`config.mk`:
```
export PLATFORM = sky130hd
export DESIGN_NAME = display_output
export DESIGN_NICKNAME = d
export VERILOG_FILES = /design/src/rtl/display_output.sv
export SDC_FILE = /design/constraint.sdc
export NUM_CORES = 1
export LEC_CHECK = 0
export BUFFER_PORTS_ARGS = -buffer_cell sky130_fd_sc_hd__buf_2
export CAP_MARGIN = 20
export CORE_ASPECT_RATIO = 2
export CORE_MARGIN = 2
export CORE_UTILIZATION = 60
export DETAILED_ROUTE_END_ITERATION = 7
export PLACE_DENSITY = 0.78
export SLEW_MARGIN = 15
export SYNTH_ARGS = -nofsm -noshare
export SYNTH_HDL_FRONTEND = slang
export SYNTH_SLANG_ARGS = --single-unit
```
`constraint.sdc`:
```
create_clock -name clk -period 3.18 [get_ports clk]
set_input_delay 0.318 -clock clk [delete_from_list [all_inputs] [get_ports clk]]
set_output_delay 0.318 -clock clk [all_outputs]
set_load 0.01 [all_outputs]
```
`src/rtl/display_output.sv`:
```
// -----------------------------------------------------------------------------
// display_output
//    Board-side output driver for the game. It scans a 4-digit common-anode
//    seven-segment display showing a BCD score, blinks it while the game is
//    paused, and stretches one-cycle hit pulses into visible LED flashes.
//    Every output is a flop, so the pins never glitch.
//
// Ports
//    clk      in   system clock
//    rst_n    in   asynchronous active-low reset
//    digits   in   [15:0] four BCD nibbles, [3:0] = rightmost digit (digit 0)
//    blank_lz in   1 = blank leading zeros
//    paused   in   1 = game stopped, display blinks
//    hit      in   [2:0] one-cycle per-lane hit pulses
//    seg_n    out  [6:0] active-low segments {g,f,e,d,c,b,a}
//    dig_n    out  [3:0] active-low digit enables, bit i = digit i
//    led_n    out  [2:0] active-low lane LEDs
// -----------------------------------------------------------------------------
module display_output #(
   parameter int SCAN_DIV  = 50000,
   parameter int STRETCH   = 5000000,
   parameter int BLINK_DIV = 25000000
) (
   input  logic        clk,
   input  logic        rst_n,
   input  logic [15:0] digits,
   input  logic        blank_lz,
   input  logic        paused,
   input  logic [2:0]  hit,
   output logic [6:0]  seg_n,
   output logic [3:0]  dig_n,
   output logic [2:0]  led_n
);

   localparam int SCAN_W  = $clog2(SCAN_DIV);
   localparam int BLINK_W = (BLINK_DIV > 1) ? $clog2(BLINK_DIV) : 1;
   localparam int STR_W   = $clog2(STRETCH + 1);

   localparam logic [SCAN_W-1:0]  SCAN_LAST  = SCAN_W'(SCAN_DIV - 1);
   localparam logic [BLINK_W-1:0] BLINK_LAST = BLINK_W'(BLINK_DIV - 1);
   localparam logic [STR_W-1:0]   STR_LOAD   = STR_W'(STRETCH);

   logic [SCAN_W-1:0]  scan_cnt_q,  scan_cnt_d;
   logic [1:0]         idx_q,       idx_d;
   logic [15:0]        shadow_q,    shadow_d;
   logic [BLINK_W-1:0] blink_cnt_q, blink_cnt_d;
   logic               blink_ph_q,  blink_ph_d;
   logic [6:0]         seg_n_q,     seg_n_d;
   logic [3:0]         dig_n_q,     dig_n_d;
   logic [2:0]         led_n_q,     led_n_d;

   logic [3:0]         blank;
   logic [3:0]         cur_nib;
   logic               scan_wrap;

   function automatic logic [6:0] seg_decode(input logic [3:0] nib);
      logic [6:0] s;
      case (nib)
         4'd0:    s = 7'b1000000;
         4'd1:    s = 7'b1111001;
         4'd2:    s = 7'b0100100;
         4'd3:    s = 7'b0110000;
         4'd4:    s = 7'b0011001;
         4'd5:    s = 7'b0010010;
         4'd6:    s = 7'b0000010;
         4'd7:    s = 7'b1111000;
         4'd8:    s = 7'b0000000;
         4'd9:    s = 7'b0010000;
         default: s = 7'b0111111;   // non-BCD nibble shows a dash
      endcase
      return s;
   endfunction

   // A digit is a leading zero only if it and every digit to its left are 0;
   // the rightmost digit always shows so a zero score reads "0".
   always_comb begin
      blank    = 4'b0000;
      blank[3] = blank_lz && (shadow_q[15:12] == 4'd0);
      blank[2] = blank[3] && (shadow_q[11:8]  == 4'd0);
      blank[1] = blank[2] && (shadow_q[7:4]   == 4'd0);
   end

   assign cur_nib   = shadow_q[{idx_q, 2'b00} +: 4];
   assign scan_wrap = (scan_cnt_q == SCAN_LAST);

   always_comb begin
      scan_cnt_d  = scan_wrap ? '0 : scan_cnt_q + SCAN_W'(1);
      idx_d       = scan_wrap ? idx_q + 2'd1 : idx_q;
      // Shadow only changes at the frame boundary so a frame is never torn.
      shadow_d    = (scan_wrap && (idx_q == 2'd3)) ? digits : shadow_q;
      blink_cnt_d = (blink_cnt_q == BLINK_LAST) ? '0 : blink_cnt_q + BLINK_W'(1);
      blink_ph_d  = (blink_cnt_q == BLINK_LAST) ? ~blink_ph_q : blink_ph_q;

      // First cycle of each slot is dark so the previous digit cannot ghost.
      if ((scan_cnt_q == '0) || (paused && blink_ph_q)) begin
         dig_n_d = 4'hF;
      end else begin
         dig_n_d = ~(4'b0001 << idx_q);
      end
      seg_n_d = blank[idx_q] ? 7'h7F : seg_decode(cur_nib);
   end

   // One independent retriggerable stretcher per lane.
   generate
      for (genvar gi = 0; gi < 3; gi++) begin : g_lane
         logic [STR_W-1:0] cnt_q, cnt_d;

         always_comb begin
            cnt_d = cnt_q;
            if (hit[gi]) begin
               cnt_d = STR_LOAD;
            end else if (cnt_q != '0) begin
               cnt_d = cnt_q - STR_W'(1);
            end
         end

         // LED is registered from the next count so it tracks the counter exactly.
         assign led_n_d[gi] = (cnt_d == '0);

         always_ff @(posedge clk or negedge rst_n) begin
            if (!rst_n) begin
               cnt_q <= '0;
            end else begin
               cnt_q <= cnt_d;
            end
         end
      end
   endgenerate

   always_ff @(posedge clk or negedge rst_n) begin
      if (!rst_n) begin
         scan_cnt_q  <= '0;
         idx_q       <= 2'd0;
         shadow_q    <= 16'h0000;
         blink_cnt_q <= '0;
         blink_ph_q  <= 1'b0;
         seg_n_q     <= 7'h7F;
         dig_n_q     <= 4'hF;
         led_n_q     <= 3'h7;
      end else begin
         scan_cnt_q  <= scan_cnt_d;
         idx_q       <= idx_d;
         shadow_q    <= shadow_d;
         blink_cnt_q <= blink_cnt_d;
         blink_ph_q  <= blink_ph_d;
         seg_n_q     <= seg_n_d;
         dig_n_q     <= dig_n_d;
         led_n_q     <= led_n_d;
      end
   end

   assign seg_n = seg_n_q;
   assign dig_n = dig_n_q;
   assign led_n = led_n_q;

endmodule

```
==> flow_summary.yaml, run 1 <==
yosys:
  synthMostInstantiatedCell: "sky130_fd_sc_hd__dfrtp_1"
  synth.ff_latch_count: 143
  synth-edff-count: 0
  post_synth_num_cell_types: 61
  synth.yosys.warnings: 0
  netlist.area_leader.share_pct: 43.2
  post_synth_instance_area_um2: 7480
  synth_seq_area_share_pct: 48.1
  gate_count_post_synth: 745
  synth.avg_cell_area_um2: 10.0
  synth_ff_type: "sky130_fd_sc_hd__dfrtp_1"
  synth_fp_nets: 786
  synth_area_leaders: "sky130_fd_sc_hd__dfrtp_1 (43%), sky130_fd_sc_hd__dfstp_2 (4.9%), sky130_fd_sc_hd__xor2_1 (4.9%)"
  netlist.top_cell.by_area: "sky130_fd_sc_hd__dfrtp_1"
  fraction_of_synthesis_flops_using_an_asynchronous_set_or_reset_pin_pct: 100
  synth.cells.most_frequent: "sky130_fd_sc_hd__dfrtp_1 (129), sky130_fd_sc_hd__nor2_1 (87), sky130_fd_sc_hd__nand2_1 (56), sky130_fd_sc_hd__xor2_1 (42), sky130_fd_sc_hd__xnor2_1 (37)"
die:
  die_y_um: 162
  start_util_pct: 61.7
  fp.dieArea_um2: 13400
  ioPinCount: 37
  num_rows: 57
  coreArea_um2: 12100
  die_w_um: 82.9
global_routing:
  all_layer_global_routing_usage_pct: 26.0
  grt_max_degree: 81
  antenna_found_initial: 0
  global_route_wire_length_before_repair_um: 28600
  via_count_of_the_first_global_routing_pass: 6273
  grtUsageMet1_pct: 26.0
  global_route.peak_usage_layer: "met2"
  globalRouteMet2Util_pct: 48.7
  overflow: 0
  use_met3_pct: 5.39
sta:
  final.setup.tns_ps: 0
  holdWs_ps: 132
  maxSlewHeadroom_pct: 46.2
  timing.final.hold_violations: 0
  layout_min_cycle_time_ps: 3020
  min_period_over_period_pct: 95.1
  setup_violations: 0
  largest_clock_skew_in_the_final_design_ps: 12.4
  fmax_ghz: 0.331
  grt_setup_unrepaired: "no"
  timing_worst_slew_pin_value_ps: 787
  slew_viol_final: 0
cells_and_area:
  area_taken_by_multi_input_logic_gates_um2: 3730
  post_route_cells_drive_above_1_share_pct: 17.6
  area_growth_pct: 13.9
  fillerInstances: 888
  antennaDiodeCount: 0
  post_layout_nonfiller_instances: 953
  layout.nets: 834
  area.sequential_um2: 3600
routing:
  post_drt_via_cell_ratio: 6.15
  drt_first_iter_violations: 324
  vias: 5859
  drt_wl_total_um: 16800
  drcViolationCount: 0
  routedWlPerCell_um: 17.6
  postRouteAntennaNets: 0
  drt_pass1_iterations: 5
setup_path:
  largest_stage_delay_worst_path_ps: 700
  timing.critical_path.cells: "or4_1 > nor4_4 > nand3_1 > or4_1 > xor2_1 > o2111ai_1 > nor4_2"
  crit_path_top_delay_cell: "sky130_fd_sc_hd__or4_1"
  crit_fanout: 8
  critPathRequiredTime_ps: 3520
  crit_path_end_kind: "flip-flop"
  criticalPathCategory: "flip-flop to flip-flop"
  start_kind: "flip-flop"
  crit_arrival_ps: 3360
  cp_most_frequent_cell: "sky130_fd_sc_hd__or4_1"
clock_tree:
  cts_tree: "yes"
  post-cts-setup-buffer-count: 0
  tritoncts_num_sinks: 143
  tritoncts.num_buffers: 17
  clock_tree.htree_level_count: 4
  clock_tree.buffer_depth: 2
  buffer_type_at_the_clock_tree_root: "sky130_fd_sc_hd__clkbuf_16"
  cts.reportedPaths.clkPinSlew_ps: 60
  worstSkewPairLatency_ps: 420
placed_design:
  port-buffer-count: 36
  placed_cells: 920
  gp_routability_congestion: 0.896
  post_detail_place_hpwl_um: 11800
power:
  vdd_drop_max_mv: 0.441
  pwr-share-clk_pct: 45.9
  switching_share_pct: 25.3
  power.static_leakage_nw: 3.48
  cellInternalPower_w: 0.00329
  powerDensity_nw_per_um2: 517
  p_switching_w: 0.00111
  share_seq_of_total_power_pct: 44.7
  power.combinational.fraction_pct: 9.4
flow_run:
  drv.max_cap_violation_count: 0
worst_hold_path:
  timing.hold.worst.class: "input port to flip-flop"
run_status:
  run_status: "finished, final reports clean"
through the flow:
step	total power (W)	setup slack [ps]	utilization, %	area, µm²
after detailed placement	0.00240	188	65.1	7890
final	0.00440	156	70.2	8510
after CTS	0.00442	149	70.1	8490
after global routing	0.00456	5.21	70.2	8510
after floorplan	0.00225	344	-	7480
after global placement	0.00238	300	65.1	7890
state kept, by name, indices dropped and copies added, names as in the netlist, 2 cells and up:
name and count:
dig_n 4, led_n 3, blink_cnt_q 25, g_lane.cnt_q 69, scan_cnt_q 16, idx_q 2, seg_n 7, shadow_q 16
path summary, 6_finish.rpt:
kind                            cells past startpoint                 from                  end  slack [ps]
min in group asynchronous                           2                rst_n  g_lane[0].cnt_q[22]         480
worst max register to register                      7  g_lane[0].cnt_q[10]             led_n[0]         160
max in group asynchronous                           3                rst_n             dig_n[2]        1880
worst max-delay path                                7  g_lane[0].cnt_q[10]             led_n[0]         160
worst min-delay path                                2           digits[10]         shadow_q[10]         130
worst min register to register                      1           blink_ph_q           blink_ph_q         480
metal layers:
layer / share of wire (%) / vias to the layer above / routed length, µm
met1: 36 / 2863 / 6030
met4: 5.0 / 0 / 843
met3: 3.5 / 77 / 582
met2: 56 / 173 / 9330
met5: 0 / - / 0
li1: - / 2746 / -
kinds of logic after synthesis:
kind of cell,share of synthesized area (%)
xor gates and xnor gates,9.47
muxes,4.55
buffers and inverters,2.31
and+or+nand+nor,25.4
DFF,48.1
AOI/OAI and AO/OA,7.11
adders and majority gates,3.01
cell usage in the layout (no fill, tap or decap), types with 10 or more instances in the layout:
master	n
sky130_fd_sc_hd__dfrtp_1	129
sky130_fd_sc_hd__nor3_1	26
sky130_fd_sc_hd__nor2_1	87
sky130_fd_sc_hd__a21oi_1	26
sky130_fd_sc_hd__buf_2	35
sky130_fd_sc_hd__nor4_1	19
sky130_fd_sc_hd__or4_1	13
sky130_fd_sc_hd__ha_1	18
sky130_fd_sc_hd__nor2b_1	10
sky130_fd_sc_hd__buf_4	14
sky130_fd_sc_hd__inv_1	22
sky130_fd_sc_hd__dfstp_2	14
sky130_fd_sc_hd__nand4_1	14
sky130_fd_sc_hd__clkbuf_16	17
sky130_fd_sc_hd__or3_1	21
sky130_fd_sc_hd__mux2_2	16
sky130_fd_sc_hd__xnor2_1	37
sky130_fd_sc_hd__nand3_1	27
sky130_fd_sc_hd__nand2_1	56
sky130_fd_sc_hd__o21ai_0	20
sky130_fd_sc_hd__xor2_1	42
sky130_fd_sc_hd__and3_1	13
sky130_fd_sc_hd__nand2b_1	12
power groups by stage:
stage / clock network, W / registers, W / logic [W]
6_report: 0.00202 / 0.00197 / 0.000413
5_1_grt: 0.00212 / 0.00198 / 0.000457
4_1_cts: 0.00204 / 0.00197 / 0.000409
3_5_place_dp: 0 / 0.00200 / 0.000400
3_3_place_gp: 0 / 0.00199 / 0.000387
2_1_floorplan: 0 / 0.00197 / 0.000273
layout make-up:
class / count / area share [%]
inverter: 22 / 0.970
sequential: 143 / 42.2
tap: 147 / 2.16
multi-input combinational: 557 / 43.8
timing repair buffer: 52 / 3.78
clock inverter: 13 / 1.93
clock buffer: 19 / 5.09
critical path: cells and delay by family, from the launching register on:
| kind | cells | cell delay, ps |
|---|---|---|
| AO/OA/AOI/OAI | 1 | 160 |
| AND/OR/NAND/NOR | 5 | 2150 |
| XOR/XNOR | 1 | 210 |
| flip-flops | 1 | 420 |
repair_timing:
action,in CTS,in global routing
hold buffers,1,0
setup endpoints to repair,0,2
gates resized for setup,0,3
endpoints found under the hold margin,69,0
Power figures use the tool's default switching activity.
==> run 2: changes to the inputs <==
--- a/config.mk
+++ b/config.mk
@@ -5,6 +5,7 @@
 export SDC_FILE = /design/constraint.sdc
 export NUM_CORES = 1
 export LEC_CHECK = 0
+export ABC_AREA = 1
 export BUFFER_PORTS_ARGS = -buffer_cell sky130_fd_sc_hd__buf_2
 export CAP_MARGIN = 20
 export CORE_ASPECT_RATIO = 2
==> constraint.sdc (replaced) <==
create_clock -name clk -period 3 [get_ports clk]
set_input_delay 0.3 -clock clk [delete_from_list [all_inputs] [get_ports clk]]
set_output_delay 0.3 -clock clk [all_outputs]
set_load 0.01 [all_outputs]
==> run 2 against run 1 <==
Clock power barely moved. Synthesized area rose by 13%. First-iteration DRC count rose by 10%. Final area rose by 10%. Critical path type unchanged.
==> flow_summary.yaml, run 2 <==
run_status:
  run_status: "finished, final reports clean"
yosys:
  synth_seq_area_share_pct: 42.6
  fraction_of_synthesis_flops_using_an_asynchronous_set_or_reset_pin_pct: 100
  post_synth_num_cell_types: 43
  synthMostInstantiatedCell: "sky130_fd_sc_hd__nand2_1"
  gate_count_post_synth: 1148
  synth.cells.most_frequent: "sky130_fd_sc_hd__nand2_1 (314), sky130_fd_sc_hd__nor2_1 (177), sky130_fd_sc_hd__inv_1 (160), sky130_fd_sc_hd__dfrtp_1 (129), sky130_fd_sc_hd__nand3_1 (103)"
  synth.yosys.warnings: 0
  post_synth_instance_area_um2: 8450
  synth.ff_latch_count: 143
  synth.avg_cell_area_um2: 7.36
  netlist.top_cell.by_area: "sky130_fd_sc_hd__dfrtp_1"
  synth_ff_type: "sky130_fd_sc_hd__dfrtp_1"
  netlist.area_leader.share_pct: 38.2
  synth_fp_nets: 1189
  synth_area_leaders: "sky130_fd_sc_hd__dfrtp_1 (38%), sky130_fd_sc_hd__nand2_1 (14%), sky130_fd_sc_hd__nor2_1 (7.9%)"
  synth-edff-count: 0
global_routing:
  grt_max_degree: 73
  overflow: 0
  all_layer_global_routing_usage_pct: 29.6
  via_count_of_the_first_global_routing_pass: 7693
  antenna_found_initial: 0
  global_route_wire_length_before_repair_um: 34500
die:
  ioPinCount: 37
  fp.dieArea_um2: 15100
  die_w_um: 87.9
  num_rows: 61
  die_y_um: 172
  coreArea_um2: 13800
  start_util_pct: 61.2
clock_tree:
  worstSkewPairLatency_ps: 430
  tritoncts_num_sinks: 143
  buffer_type_at_the_clock_tree_root: "sky130_fd_sc_hd__clkbuf_16"
  cts.reportedPaths.clkPinSlew_ps: 60
  cts_tree: "yes"
  clock_tree.htree_level_count: 4
  tritoncts.num_buffers: 17
  cts_repair_resize_count: 0
  clock_tree.buffer_depth: 2
cells_and_area:
  number_of_flip_flops_in_the_largest_register: 69
  antennaDiodeCount: 0
  area_growth_pct: 11.3
  final_common_cell: "sky130_fd_sc_hd__nand2_1"
  fillerInstances: 1138
  post_layout_util_pct: 68.1
  layout_common_cells: "sky130_fd_sc_hd__nand2_1 (314), sky130_fd_sc_hd__nor2_1 (177), sky130_fd_sc_hd__inv_1 (160), sky130_fd_sc_hd__dfrtp_1 (129), sky130_fd_sc_hd__nand3_1 (103)"
  post_route_cells_drive_above_1_share_pct: 10.8
  layout.nets: 1231
  reg_top3: "g_lane.cnt_q: 69 flops, blink_cnt_q: 25 flops"
  largest_register: "g_lane.cnt_q"
routing:
  drt_wl_total_um: 20500
  postRouteAntennaNets: 0
  post_drt_via_cell_ratio: 5.48
  drcViolationCount: 0
  routedWlPerCell_um: 14.8
  vias: 7628
  drt_pass1_iterations: 5
  drt_first_iter_violations: 357
flow_run:
  drv.max_cap_violation_count: 0
power:
  vdd_drop_max_mv: 0.437
  powerDensity_nw_per_um2: 504
  power.static_leakage_nw: 4.88
sta:
  maxSlewHeadroom_pct: 50.6
  final.setup.tns_ps: 0
  largest_clock_skew_in_the_final_design_ps: 12.0
  fmax_ghz: 0.445
  setup_violations: 0
  slew_viol_final: 0
  timing_worst_slew_pin_value_ps: 740
  timing.final.hold_violations: 0
  min_period_over_period_pct: 74.8
  grt_setup_unrepaired: "no"
  layout_min_cycle_time_ps: 2250
setup_path:
  crit_arrival_ps: 2610
  worst-r2r-setup-slack_ps: 750
  start_kind: "flip-flop"
  criticalPathCategory: "flip-flop to flip-flop"
  critPathRequiredTime_ps: 3360
  crit_path_end_kind: "flip-flop"
  crit_fanout: 16
placed_design:
  post_detail_place_hpwl_um: 15500
  port-buffer-count: 36
  gp_routability_congestion: 0.998
worst_hold_path:
  timing.hold.worst.class: "input port to flip-flop"
[run 2: power by group]
group	internal [W]	switching, W	leakage [nW]	total, W
registers	0.00201	0.0000713	1.74	0.00208
logic	0.000187	0.000418	2.87	0.000605
clock network	0.00121	0.000840	0.268	0.00205
[run 2: worst paths after layout]
path                                       end  cells past startpoint                 from
hold reg to reg                 blink_cnt_q[0]                      1       blink_cnt_q[0]
setup / recovery                      led_n[0]                     12  g_lane[0].cnt_q[12]
setup reg to reg                      led_n[0]                     12  g_lane[0].cnt_q[12]
min in group asynchronous  g_lane[0].cnt_q[10]                      2                rst_n
max in group asynchronous             led_n[1]                      3                rst_n
hold / removal                     shadow_q[7]                      2            digits[7]
[run 2: layout make-up]
cell class | count | area, µm² | share of cell area (%)
well taps | 189 | 236 | 2.51
inverters | 161 | 609 | 6.48
clock buffers | 21 | 470 | 5.00
repair buffers | 40 | 231 | 2.46
flip-flops and latches | 143 | 3600 | 38.2
clock inverters | 11 | 108 | 1.14
multi-input cells | 827 | 4150 | 44.2
[run 2: per-stage QoR]
step                      cell area, µm²  setup WS (ps)  cells  hold WS (ps)  total power [W]
after floorplan                     8450           1150   1148          4.41          0.00251
after global placement              8820            833   1359           245          0.00270
after detailed placement            8820            811   1359           248          0.00271
after CTS                           9410            799   1392          86.5          0.00477
after global routing                9410            455   1392          89.3          0.00494
final                               9410            755   1392          99.4          0.00474
[run 2: what timing repair did]
action                    in CTS  in global routing
setup buffers                  0                  0
hold endpoints to repair      38                  0
hold buffers                   1                  0
[run 2: kinds of logic (layout without fill, tap and decap cells)]
group	after synthesis	in the layout	share of synthesized area [%]
simple gates	704	704	36.7
buf+inv	178	233	8.28
flops	143	143	42.6
compound gates	57	57	3.88
xor+xnor	32	32	3.32
fa+ha+maj	18	18	2.67
mux	16	16	2.58
[run 2: per-layer routing]
layer | up-vias | global-route usage (%) | routed length (µm)
li1 | 3764 | - | -
met1 | 3574 | 28.7 | 7090
met2 | 192 | 55.2 | 11600
met3 | 98 | 5.37 | 605
met4 | 0 | 18.7 | 1220
met5 | - | 0 | 0
[run 2: critical path: stages (launching register included)]
cell,delay (ps)
sky130_fd_sc_hd__dfrtp_1,410
sky130_fd_sc_hd__nor2_1,200
sky130_fd_sc_hd__nand2_1,130
sky130_fd_sc_hd__nor2_4,180
sky130_fd_sc_hd__nand3_1,250
sky130_fd_sc_hd__buf_4,300
sky130_fd_sc_hd__nand2_1,80
sky130_fd_sc_hd__nand2_1,70
sky130_fd_sc_hd__nor2_1,130
sky130_fd_sc_hd__nand2_1,50
sky130_fd_sc_hd__nor2_1,170
sky130_fd_sc_hd__nand3_1,90
sky130_fd_sc_hd__nor2_1,110
